`config.mk`:
```
export PLATFORM = sky130hd
export DESIGN_NAME = maze_datapath_flat
export DESIGN_NICKNAME = d
export VERILOG_FILES = /design/src/rtl/maze_datapath_if.sv /design/src/rtl/maze_datapath.sv /design/src/flat_wrapper.sv
export SDC_FILE = /design/constraint.sdc
export NUM_CORES = 1
export LEC_CHECK = 0
export CORE_UTILIZATION = 45
export DETAILED_ROUTE_END_ITERATION = 12
export GPL_ROUTABILITY_DRIVEN = 1
export HOLD_SLACK_MARGIN = 0.03
export PLACE_DENSITY_LB_ADDON = 0.12
export SLEW_MARGIN = 40
export SYNTH_ARGS = -nofsm -noshare
export SYNTH_HDL_FRONTEND = slang
export SYNTH_SLANG_ARGS = --single-unit
export TNS_END_PERCENT = 30
```
`constraint.sdc`:
```
create_clock -name clk -period 4.4 [get_ports clk]
set_clock_uncertainty 0.05 [all_clocks]
set_input_delay 0.88 -clock clk [delete_from_list [all_inputs] [get_ports clk]]
set_output_delay 0.88 -clock clk [all_outputs]
set_load 0.01 [all_outputs]
```
`src/rtl/maze_datapath_if.sv`:
```
// Control/status bundle between the maze game FSM and its datapath.
// master: FSM side (drives enables/selects, reads status).
// slave : datapath side (obeys strobes, returns status).
interface maze_datapath_if;
  logic       en_xpos;
  logic [1:0] s_xpos;
  logic       en_ypos;
  logic [1:0] s_ypos;
  logic       en_key;
  logic       s_key;
  logic       en_obs;
  logic [2:0] s_obs;
  logic       en_timer;
  logic       s_timer;
  logic       plot;
  logic [1:0] s_color;
  logic       timer_done;
  logic [2:0] move;
  logic       obs_wall;
  logic       obs_lava;
  logic       obs_ice;
  logic       unfrozen;

  modport master (
    output en_xpos, s_xpos, en_ypos, s_ypos, en_key, s_key, en_obs, s_obs,
           en_timer, s_timer, plot, s_color,
    input  timer_done, move, obs_wall, obs_lava, obs_ice, unfrozen
  );

  modport slave (
    input  en_xpos, s_xpos, en_ypos, s_ypos, en_key, s_key, en_obs, s_obs,
           en_timer, s_timer, plot, s_color,
    output timer_done, move, obs_wall, obs_lava, obs_ice, unfrozen
  );
endinterface

```
`src/rtl/maze_datapath.sv`:
```
// Maze game datapath: player position, tick timer, key latch, freeze counter,
// obstacle-ROM lookup and one registered pixel write per plot strobe.
// Ports:
//   clk, reset      clock, synchronous active-high reset
//   ctl             FSM control strobes in / status out (maze_datapath_if.slave)
//   key_n           pushbuttons, active-low: [3] left [2] right [1] up [0] down
//   obs_data        obstacle ROM data (1-cycle registered read of obs_addr)
//   obs_addr        obstacle ROM address (registered)
//   vga_x/y/colour  pixel write coordinates and colour, vga_plot write strobe
module maze_datapath #(
  parameter int GRID_W       = 20,
  parameter int GRID_H       = 15,
  parameter int X_W          = 5,
  parameter int Y_W          = 4,
  parameter int ADDR_W       = 9,
  parameter int START_X      = 1,
  parameter int START_Y      = 1,
  parameter int TICK_CYCLES  = 5000000,
  parameter int TICK_W       = 23,
  parameter int FREEZE_TICKS = 4
) (
  input  logic              clk,
  input  logic              reset,
  maze_datapath_if.slave    ctl,
  input  logic [3:0]        key_n,
  input  logic [1:0]        obs_data,
  output logic [ADDR_W-1:0] obs_addr,
  output logic [X_W-1:0]    vga_x,
  output logic [Y_W-1:0]    vga_y,
  output logic [2:0]        vga_colour,
  output logic              vga_plot
);
  localparam int FZ_W = $clog2(FREEZE_TICKS + 1);
  localparam logic [X_W-1:0]    X_MAX   = X_W'(GRID_W - 1);
  localparam logic [Y_W-1:0]    Y_MAX   = Y_W'(GRID_H - 1);
  localparam logic [TICK_W-1:0] T_LAST  = TICK_W'(TICK_CYCLES - 1);
  localparam logic [FZ_W-1:0]   FZ_MAX  = FZ_W'(FREEZE_TICKS);
  localparam logic [ADDR_W-1:0] ADDR_RST = ADDR_W'(START_Y * GRID_W + START_X);

  logic [X_W-1:0]    xpos_q, xpos_d, tx;
  logic [Y_W-1:0]    ypos_q, ypos_d, ty;
  logic [TICK_W-1:0] timer_q, timer_d;
  logic [3:0]        key_q, key_d;
  logic [ADDR_W-1:0] addr_q, addr_d;
  logic              valid_q, valid_d, pipe_q, pipe_d, oob_q, oob_d, toob, tdir;
  logic [FZ_W-1:0]   frz_q, frz_d;
  logic [X_W-1:0]    vx_q, vx_d;
  logic [Y_W-1:0]    vy_q, vy_d;
  logic [2:0]        vc_q, vc_d, col;
  logic              vp_q;

  // Target cell of a lookup; toob flags a step off the grid edge.
  always_comb begin
    tx   = xpos_q;
    ty   = ypos_q;
    toob = 1'b0;
    tdir = 1'b1;
    case (ctl.s_obs)
      3'd1:    if (xpos_q == '0)    toob = 1'b1; else tx = xpos_q - X_W'(1);
      3'd2:    if (xpos_q == X_MAX) toob = 1'b1; else tx = xpos_q + X_W'(1);
      3'd3:    if (ypos_q == '0)    toob = 1'b1; else ty = ypos_q - Y_W'(1);
      3'd4:    if (ypos_q == Y_MAX) toob = 1'b1; else ty = ypos_q + Y_W'(1);
      default: tdir = 1'b0;  // 0 and 5..7: current cell, no result flagged
    endcase
  end

  always_comb begin
    case (ctl.s_color)
      2'd0:    col = 3'b000;
      2'd1:    col = 3'b111;
      2'd2:    col = 3'b011;
      default: col = 3'b100;
    endcase
  end

  always_comb begin
    xpos_d  = xpos_q;
    ypos_d  = ypos_q;
    timer_d = timer_q;
    key_d   = key_q;
    addr_d  = addr_q;
    valid_d = pipe_q;
    pipe_d  = pipe_q;
    oob_d   = oob_q;
    frz_d   = frz_q;
    vx_d    = vx_q;
    vy_d    = vy_q;
    vc_d    = vc_q;

    if (ctl.en_xpos)
      case (ctl.s_xpos)
        2'd0: xpos_d = X_W'(START_X);
        2'd1: if (xpos_q != X_MAX) xpos_d = xpos_q + X_W'(1);
        2'd2: if (xpos_q != '0)    xpos_d = xpos_q - X_W'(1);
        default: ;
      endcase
    if (ctl.en_ypos)
      case (ctl.s_ypos)
        2'd0: ypos_d = Y_W'(START_Y);
        2'd1: if (ypos_q != Y_MAX) ypos_d = ypos_q + Y_W'(1);
        2'd2: if (ypos_q != '0)    ypos_d = ypos_q - Y_W'(1);
        default: ;
      endcase

    if (ctl.en_timer)
      timer_d = (!ctl.s_timer || ctl.timer_done) ? '0 : timer_q + TICK_W'(1);

    if (ctl.en_key) key_d = ctl.s_key ? ~key_n : 4'b0000;

    if (ctl.en_obs) begin
      // Off-grid targets skip the ROM access; the address holds.
      if (!toob) addr_d = ADDR_W'(ty) * ADDR_W'(GRID_W) + ADDR_W'(tx);
      oob_d   = toob;
      valid_d = 1'b0;
      pipe_d  = tdir;
      frz_d   = '0;
    end else if (ctl.obs_ice && ctl.timer_done && ctl.en_timer && ctl.s_timer
                 && frz_q != FZ_MAX) begin
      frz_d = frz_q + FZ_W'(1);
    end

    // Plot samples the position before any same-cycle update.
    if (ctl.plot) begin
      vx_d = xpos_q;
      vy_d = ypos_q;
      vc_d = col;
    end
  end

  always_ff @(posedge clk) begin
    if (reset) begin
      xpos_q  <= X_W'(START_X);
      ypos_q  <= Y_W'(START_Y);
      timer_q <= '0;
      key_q   <= '0;
      addr_q  <= ADDR_RST;
      valid_q <= 1'b0;
      pipe_q  <= 1'b0;
      oob_q   <= 1'b0;
      frz_q   <= '0;
      vx_q    <= '0;
      vy_q    <= '0;
      vc_q    <= '0;
      vp_q    <= 1'b0;
    end else begin
      xpos_q  <= xpos_d;
      ypos_q  <= ypos_d;
      timer_q <= timer_d;
      key_q   <= key_d;
      addr_q  <= addr_d;
      valid_q <= valid_d;
      pipe_q  <= pipe_d;
      oob_q   <= oob_d;
      frz_q   <= frz_d;
      vx_q    <= vx_d;
      vy_q    <= vy_d;
      vc_q    <= vc_d;
      vp_q    <= ctl.plot;
    end
  end

  always_comb begin
    if      (key_q[3]) ctl.move = 3'd1;
    else if (key_q[2]) ctl.move = 3'd2;
    else if (key_q[1]) ctl.move = 3'd3;
    else if (key_q[0]) ctl.move = 3'd4;
    else               ctl.move = 3'd0;
  end

  assign ctl.timer_done = (timer_q == T_LAST);
  assign ctl.obs_wall   = valid_q & (oob_q | (obs_data == 2'd1));
  assign ctl.obs_lava   = valid_q & ~oob_q & (obs_data == 2'd2);
  assign ctl.obs_ice    = valid_q & ~oob_q & (obs_data == 2'd3);
  assign ctl.unfrozen   = (frz_q == FZ_MAX);
  assign obs_addr       = addr_q;
  assign vga_x          = vx_q;
  assign vga_y          = vy_q;
  assign vga_colour     = vc_q;
  assign vga_plot       = vp_q;
endmodule

```
`src/flat_wrapper.sv`:
```
// flat-port wrapper written by rule: the top's interface ports become plain ports
module maze_datapath_flat 
#(
  parameter int GRID_W       = 20,
  parameter int GRID_H       = 15,
  parameter int X_W          = 5,
  parameter int Y_W          = 4,
  parameter int ADDR_W       = 9,
  parameter int START_X      = 1,
  parameter int START_Y      = 1,
  parameter int TICK_CYCLES  = 5000000,
  parameter int TICK_W       = 23,
  parameter int FREEZE_TICKS = 4
)
  (clk, reset, key_n, obs_data, obs_addr, vga_x, vga_y, vga_colour, vga_plot, ctl_en_xpos, ctl_s_xpos, ctl_en_ypos, ctl_s_ypos, ctl_en_key, ctl_s_key, ctl_en_obs, ctl_s_obs, ctl_en_timer, ctl_s_timer, ctl_plot, ctl_s_color, ctl_timer_done, ctl_move, ctl_obs_wall, ctl_obs_lava, ctl_obs_ice, ctl_unfrozen);
  maze_datapath_if ctl_i ();
  input  logic clk;
  input  logic reset;
  input  logic [3:0] key_n;
  input  logic [1:0] obs_data;
  output logic [ADDR_W-1:0] obs_addr;
  output logic [X_W-1:0] vga_x;
  output logic [Y_W-1:0] vga_y;
  output logic [2:0] vga_colour;
  output logic vga_plot;
  input wire logic [$bits(ctl_i.en_xpos)-1:0] ctl_en_xpos;
  input wire logic [$bits(ctl_i.s_xpos)-1:0] ctl_s_xpos;
  input wire logic [$bits(ctl_i.en_ypos)-1:0] ctl_en_ypos;
  input wire logic [$bits(ctl_i.s_ypos)-1:0] ctl_s_ypos;
  input wire logic [$bits(ctl_i.en_key)-1:0] ctl_en_key;
  input wire logic [$bits(ctl_i.s_key)-1:0] ctl_s_key;
  input wire logic [$bits(ctl_i.en_obs)-1:0] ctl_en_obs;
  input wire logic [$bits(ctl_i.s_obs)-1:0] ctl_s_obs;
  input wire logic [$bits(ctl_i.en_timer)-1:0] ctl_en_timer;
  input wire logic [$bits(ctl_i.s_timer)-1:0] ctl_s_timer;
  input wire logic [$bits(ctl_i.plot)-1:0] ctl_plot;
  input wire logic [$bits(ctl_i.s_color)-1:0] ctl_s_color;
  output wire logic [$bits(ctl_i.timer_done)-1:0] ctl_timer_done;
  output wire logic [$bits(ctl_i.move)-1:0] ctl_move;
  output wire logic [$bits(ctl_i.obs_wall)-1:0] ctl_obs_wall;
  output wire logic [$bits(ctl_i.obs_lava)-1:0] ctl_obs_lava;
  output wire logic [$bits(ctl_i.obs_ice)-1:0] ctl_obs_ice;
  output wire logic [$bits(ctl_i.unfrozen)-1:0] ctl_unfrozen;
  assign ctl_i.en_xpos = ctl_en_xpos;
  assign ctl_i.s_xpos = ctl_s_xpos;
  assign ctl_i.en_ypos = ctl_en_ypos;
  assign ctl_i.s_ypos = ctl_s_ypos;
  assign ctl_i.en_key = ctl_en_key;
  assign ctl_i.s_key = ctl_s_key;
  assign ctl_i.en_obs = ctl_en_obs;
  assign ctl_i.s_obs = ctl_s_obs;
  assign ctl_i.en_timer = ctl_en_timer;
  assign ctl_i.s_timer = ctl_s_timer;
  assign ctl_i.plot = ctl_plot;
  assign ctl_i.s_color = ctl_s_color;
  assign ctl_timer_done = ctl_i.timer_done;
  assign ctl_move = ctl_i.move;
  assign ctl_obs_wall = ctl_i.obs_wall;
  assign ctl_obs_lava = ctl_i.obs_lava;
  assign ctl_obs_ice = ctl_i.obs_ice;
  assign ctl_unfrozen = ctl_i.unfrozen;
  maze_datapath #(.GRID_W(GRID_W), .GRID_H(GRID_H), .X_W(X_W), .Y_W(Y_W), .ADDR_W(ADDR_W), .START_X(START_X), .START_Y(START_Y), .TICK_CYCLES(TICK_CYCLES), .TICK_W(TICK_W), .FREEZE_TICKS(FREEZE_TICKS)) u_core (.clk(clk), .reset(reset), .ctl(ctl_i), .key_n(key_n), .obs_data(obs_data), .obs_addr(obs_addr), .vga_x(vga_x), .vga_y(vga_y), .vga_colour(vga_colour), .vga_plot(vga_plot));
endmodule
```
Word level (Yosys, flattened, before mapping)
Cells that the tools add are included.
{"block": "totals", "ff_bits": 64, "input_bits": 25, "output_inout_bits": 30}
{"block": "classes", "n_addsub": 7, "n_mul": 1, "eq_ne": 24, "mux": 25, "bitwise": 8, "reduce_logical": 20}
{"operator": "$add A23 B1 Y23 const B", "count": 1}
{"operator": "$eq A23 B23 Y1 const B", "count": 1}
{"operator": "$mux W23", "count": 1}
{"operator": "$mux W4", "count": 5}
{"operator": "$mux W5", "count": 4}
{"operator": "$pmux W5 S3", "count": 1}
{"operator": "$mux W3", "count": 4}
{"operator": "$pmux W4 S3", "count": 1}
{"operator": "$eq A2 B2 Y1 const B", "count": 5}
{"operator": "$pmux W5 S2", "count": 1}
{"operator": "$add A9 B5 Y9", "count": 1}
{"operator": "$pmux W3 S3", "count": 1}
{"operator": "$eq A2 B1 Y1 const B", "count": 4}
{"operator": "$ne A2 B1 Y1 const B", "count": 4}
{"operator": "$pmux W4 S2", "count": 1}
{"operator": "$reduce_and A4 Y1", "count": 2}
{"operator": "$mul A4 B3 Y7 const B", "count": 1}
{"operator": "$eq A3 B2 Y1 const B", "count": 2}
{"operator": "$eq A3 B3 Y1 const B", "count": 2}
{"operator": "$logic_not A2 Y1", "count": 3}
{"operator": "$reduce_bool A3 Y1", "count": 2}
{"operator": "$add A5 B1 Y5 const B", "count": 1}
{"operator": "$eq A5 B5 Y1 const B", "count": 1}
{"operator": "$logic_not A5 Y1", "count": 1}
{"operator": "other kinds (24)", "count": 35}

Longest topological paths before layout
{"block": "depth", "word_depth": 7, "mapped_depth": 17, "ltp_nobuf": 16}

Least setup slack after synthesis
OpenSTA, ideal clock, no wires.
{"block": "synth_path", "kind": "input to register", "from": "in ctl_s_obs[1]", "to": "reg u_core.addr_q[8] (netlist: u_core.obs_addr[8])", "setup_ps": 88, "t_arrival_ps": 3690, "required_time_ps": 4262, "path_slack_ps": 572, "path_stages": 13, "path_buffers": 1, "cell_sequence": "buf_4 > or3b_2 > nor2_1 > inv_1 > o221a_2 > a21oi_1 > ha_1 > inv_1 > fa_1 > nor2b_1 > o211ai_1 > or3_1 > a311oi_2"}
{"block": "synth_via", "elab_chain_cells": 4, "word_cells_on_any_way": 11, "cone_classes": "1 x add/sub; 1 x mul; 4 x eq/ne; 3 x mux; 1 x bitwise; 1 x reduce/logical"}
{"element": "start, declared", "line_no": "flat_wrapper.sv:33", "text": "input wire logic [$bits(ctl_i.s_obs)-1:0] ctl_s_obs;"}
{"element": "$eq A3 B3 Y1, or another cell as far along", "line_no": "maze_datapath.sv:58", "text": "case (ctl.s_obs)"}
{"element": "$pmux W4 S2 or $pmux W1 S4 (tied branches)", "line_no": "maze_datapath.sv:58"}
{"element": "$mul A4 B3 Y7 or $not A1 Y1 (tied branches)"}
{"element": "$add A9 B5 Y9 or $reduce_and A2 Y1 (tied branches)"}
{"element": "end signal, assigned", "line_no": "maze_datapath.sv:150", "text": "addr_q <= addr_d;"}
{"element": "end, declared", "line_no": "maze_datapath.sv:44", "text": "logic [ADDR_W-1:0] addr_q, addr_d;"}
Parallel ways exist; a longest one is shown, timed or not.
A chain may end at the register's enable or synchronous reset.

Worst setup path in the final report
{"block": "layout_path", "from": "in ctl_s_obs[2]", "to": "reg u_core.addr_q[8] (netlist: u_core.obs_addr[8])"}
Same word-level chain as after synthesis.

==> reports/results.txt <==
Outcome - complete, no violations
Hold Crit Class - register to register
Ys Warns - 0
Syn-to-layout area delta - 20.5%
FFs w/ async S/R, synth - 0%
Iter 0 DRT Violations - 99
Clock Tree Root - clkbuf_8
Worst hold path stage count - 2
Post-synth EDFFs - 0
Crit Path Class - primary input to register
Min Tclk post-route - 4.07 ns
Die Height - 94.4 µm
Post-Syn Area - 0.00384 mm²
Synth cell types - 67
Max-slew headroom - 51.5%
Final hold vios - 0
GRT Util Overall - 19.5%
RSZ-0062 raised after global routing - false
Sum Neg Setup Slack - 0 ns
Ant. Diodes - 0
Hold_sp - u_core.pipe_q
Max Freq - 246 MHz
Leakage - 1.74 nW
DR WL met2 - 3.61 mm
DRT Wirelength - 8.17 mm
H-tree depth - 3
Drt drc - 0
First-pass GRT wire length - 13.7 mm
Post-CTS setup buffers - 0
Pwr Density - 284 mW/mm²
DR WL/cell - 13.4 µm
Pre-Repair DR Iteration Count - 4
Initial antenna violation count - 0
CP Launch Type - primary input
Setup Viol. Count Final - 0
Num Clock Sinks - 63
Setup crit end kind - register
Mapped Nets - 506
Post-CTS resize count - 0
Critical Path Fanout Max - 10
Post-layout power - 1.31 mW
Vias in the first global route - 3018
Synth Flop Type - dfxtp_1
Seq/Total Area, Yosys - 32.8%
TritonCTS clock tree - yes
Worst-Margin Slew - 0.727 ns
Full die area - 0.00891 mm²
CP arrival - 4.28 ns
Met3 Wirelength - 376 µm
IO Count - 55
Final #Nets - 551
CTS buffer count - 9
FF-to-FF setup slack - 0.72 ns
Fin crit share - 92.6%
Metal-1 WL - 4.07 mm
CP Launch Point - ctl_s_obs[2]
IO buf count - 54
Synth Instances - 456
Synth Area per Inst - 8.42 µm²
Share of cells above drive strength 1 - 7.91%
DPL Wire Length - 5.83 mm
Vias per cell - 5.40
Core area - 0.00822 mm²
Clk slew on worst S/H paths - 0.07 ns
DIE WIDTH - 94.4 µm
Filler cell count - 776
# rows - 33
Crit Reg-Reg Startpoint - u_core.ypos_q[0]
Starting Density - 46.7%
R2R cell count - 14
Hold-fix buffers, CTS - 0
Seq cells post-synth - 63
R2R Path End - u_core.obs_addr[8]
Antenna violation net count after detailed routing - 0
Uppermost routed layer - met4
CTS max path bufs - 2
Maximum capacitance violations - 0
Worst IR Drop VDD - 0.139 mV
Setup WS pre-CTS - -0.0225 ns
GRT Residual Overflow - 0
WP data required - 4.61 ns
Final worst slack - 0.328 ns
GPL Wtd Cong - 0.862
Clock latency on the worst-skew pair - 0.35 ns
Vias - 3298
Largest net degree at the start of global routing - 43
Hold endpoint - u_core.valid_q
Final Max Slew Viols - 0
registers in the layout, indices dropped and copies added (netlist names), 2 cells and up:
name and flops:
u_core.timer_q 23, u_core.vga_x 5, u_core.key_q 4, u_core.xpos_q 5, u_core.vga_colour 2, u_core.ypos_q 4
u_core.vga_y 4, u_core.obs_addr 9, u_core.frz_q 3
worst max-delay path: stages:
cell and delay (ns):
clkdlybuf4s50_1 0.61, nor3b_1 0.46, nand2_1 0.13, a221oi_1 0.37, nor2_1 0.12, ha_1 0.21
ha_1 0.19, inv_1 0.07, fa_1 0.41, inv_1 0.11, o211ai_1 0.13, or3_1 0.34
a311oi_2 0.26
stage by stage:
stage / std cells / utilization, % / instance area [µm²] / hold slack (ns)
final: 611 / 56.3 / 4630 / 0.409
after floorplan: 456 / - / 3840 / 0.383
after global routing: 611 / 56.3 / 4630 / 0.460
after CTS: 611 / 56.3 / 4630 / 0.414
after detailed placement: 595 / 53.8 / 4420 / 0.404
after global placement: 595 / 53.8 / 4420 / 0.400
cell usage after synthesis, types with 2 or more instances:
cell,number,area (µm²)
nand2b_1,6,37.5
or3b_2,2,17.5
o31ai_1,4,30.0
buf_4,5,37.5
and2_1,3,18.8
nand2_1,22,82.6
o21ai_0,5,25.0
nor4b_1,2,17.5
a221o_1,2,20.0
o31a_1,2,17.5
o221a_2,3,33.8
mux2i_1,22,220
nand3b_1,4,30.0
buf_1,2,7.51
dfxtp_1,63,1260
nor2b_1,9,56.3
a211o_1,2,17.5
a211oi_1,5,37.5
a21oi_1,15,75.1
o21a_1,2,15.0
nand4_1,9,56.3
ha_1,23,288
a221oi_1,6,52.6
buf_2,4,20.0
nand3_1,10,50.1
and3_1,3,18.8
or3_1,4,25.0
o21bai_1,2,15.0
xor2_1,8,70.1
nor3b_1,3,22.5
nor4_1,3,18.8
nor2_1,81,304
or2_2,2,12.5
xnor2_1,19,166
or4_1,2,15.0
nor3_1,19,95.1
clkbuf_1,13,48.8
inv_1,25,93.8
a21o_1,4,30.0
o22ai_1,4,25.0
a22oi_1,5,37.5
fa_1,2,40.0
cell families after synthesis:
group / after synthesis / share of synthesized area, %
AND/OR/NAND/NOR: 193 / 25.4
AO/OA/AOI/OAI: 75 / 14.9
flip-flops: 63 / 32.8
buffers and inverters: 50 / 5.70
XOR/XNOR: 28 / 6.84
adder cells (fa/ha/maj): 25 / 8.54
multiplexers: 22 / 5.73
layer usage:
metal	GRT usage [%]	vias to the layer above
met4	6.92	0
met2	31.2	69
li1	-	1692
met3	4.83	7
met1	25.4	1530
met5	0	-
layout make-up:
class | instances | area, µm² | share of cell area [%]
repair buffers | 59 | 578 | 12.5
flip-flops and latches | 63 | 1260 | 27.3
well taps | 105 | 131 | 2.84
clock buffers | 9 | 124 | 2.68
inverters | 25 | 93.8 | 2.03
clock inverters | 7 | 80.1 | 1.73
multi-input cells | 343 | 2360 | 51.0
power by group:
part           total, mW  internal (mW)  switching [mW]
Combinational      0.196         0.0991          0.0966
Clock              0.516          0.267           0.249
Sequential         0.602          0.586          0.0159
Total               1.31          0.952           0.361
layout by cell type (no fill, tap or decap), types with 3 or more instances in the layout:
cell type        Yosys  layout
nand4_1              9       9
and2_1               3       3
nor3b_1              3       3
a21oi_1             15      15
or3_1                4       4
and3_1               3       3
o31ai_1              4       4
nand2b_1             6       6
xnor2_1             19      19
a22oi_1              5       5
nor4_1               3       3
nand3_1             10      10
a221oi_1             6       6
xor2_1               8       8
nor3_1              19      19
inv_1               25      25
a21o_1               4       4
mux2i_1             22      22
nor2b_1              9       9
o21ai_0              5       5
nand2_1             22      22
dfxtp_1             63      63
o221a_2              3       3
clkbuf_8             0       9
nand3b_1             4       4
ha_1                23      23
a211oi_1             5       5
nor2_1              81      81
clkdlybuf4s50_1      0      54
o22ai_1              4       4
buf_4                5       5
how the worst max path moves through the flow:
stage                                    end
after floorplan           u_core.obs_addr[8]
after global placement    u_core.obs_addr[8]
after detailed placement  u_core.obs_addr[8]
after CTS                 u_core.obs_addr[8]
after global routing      u_core.obs_addr[8]
final                     u_core.obs_addr[8]
Note: power is estimated with default switching activity, not from simulation.
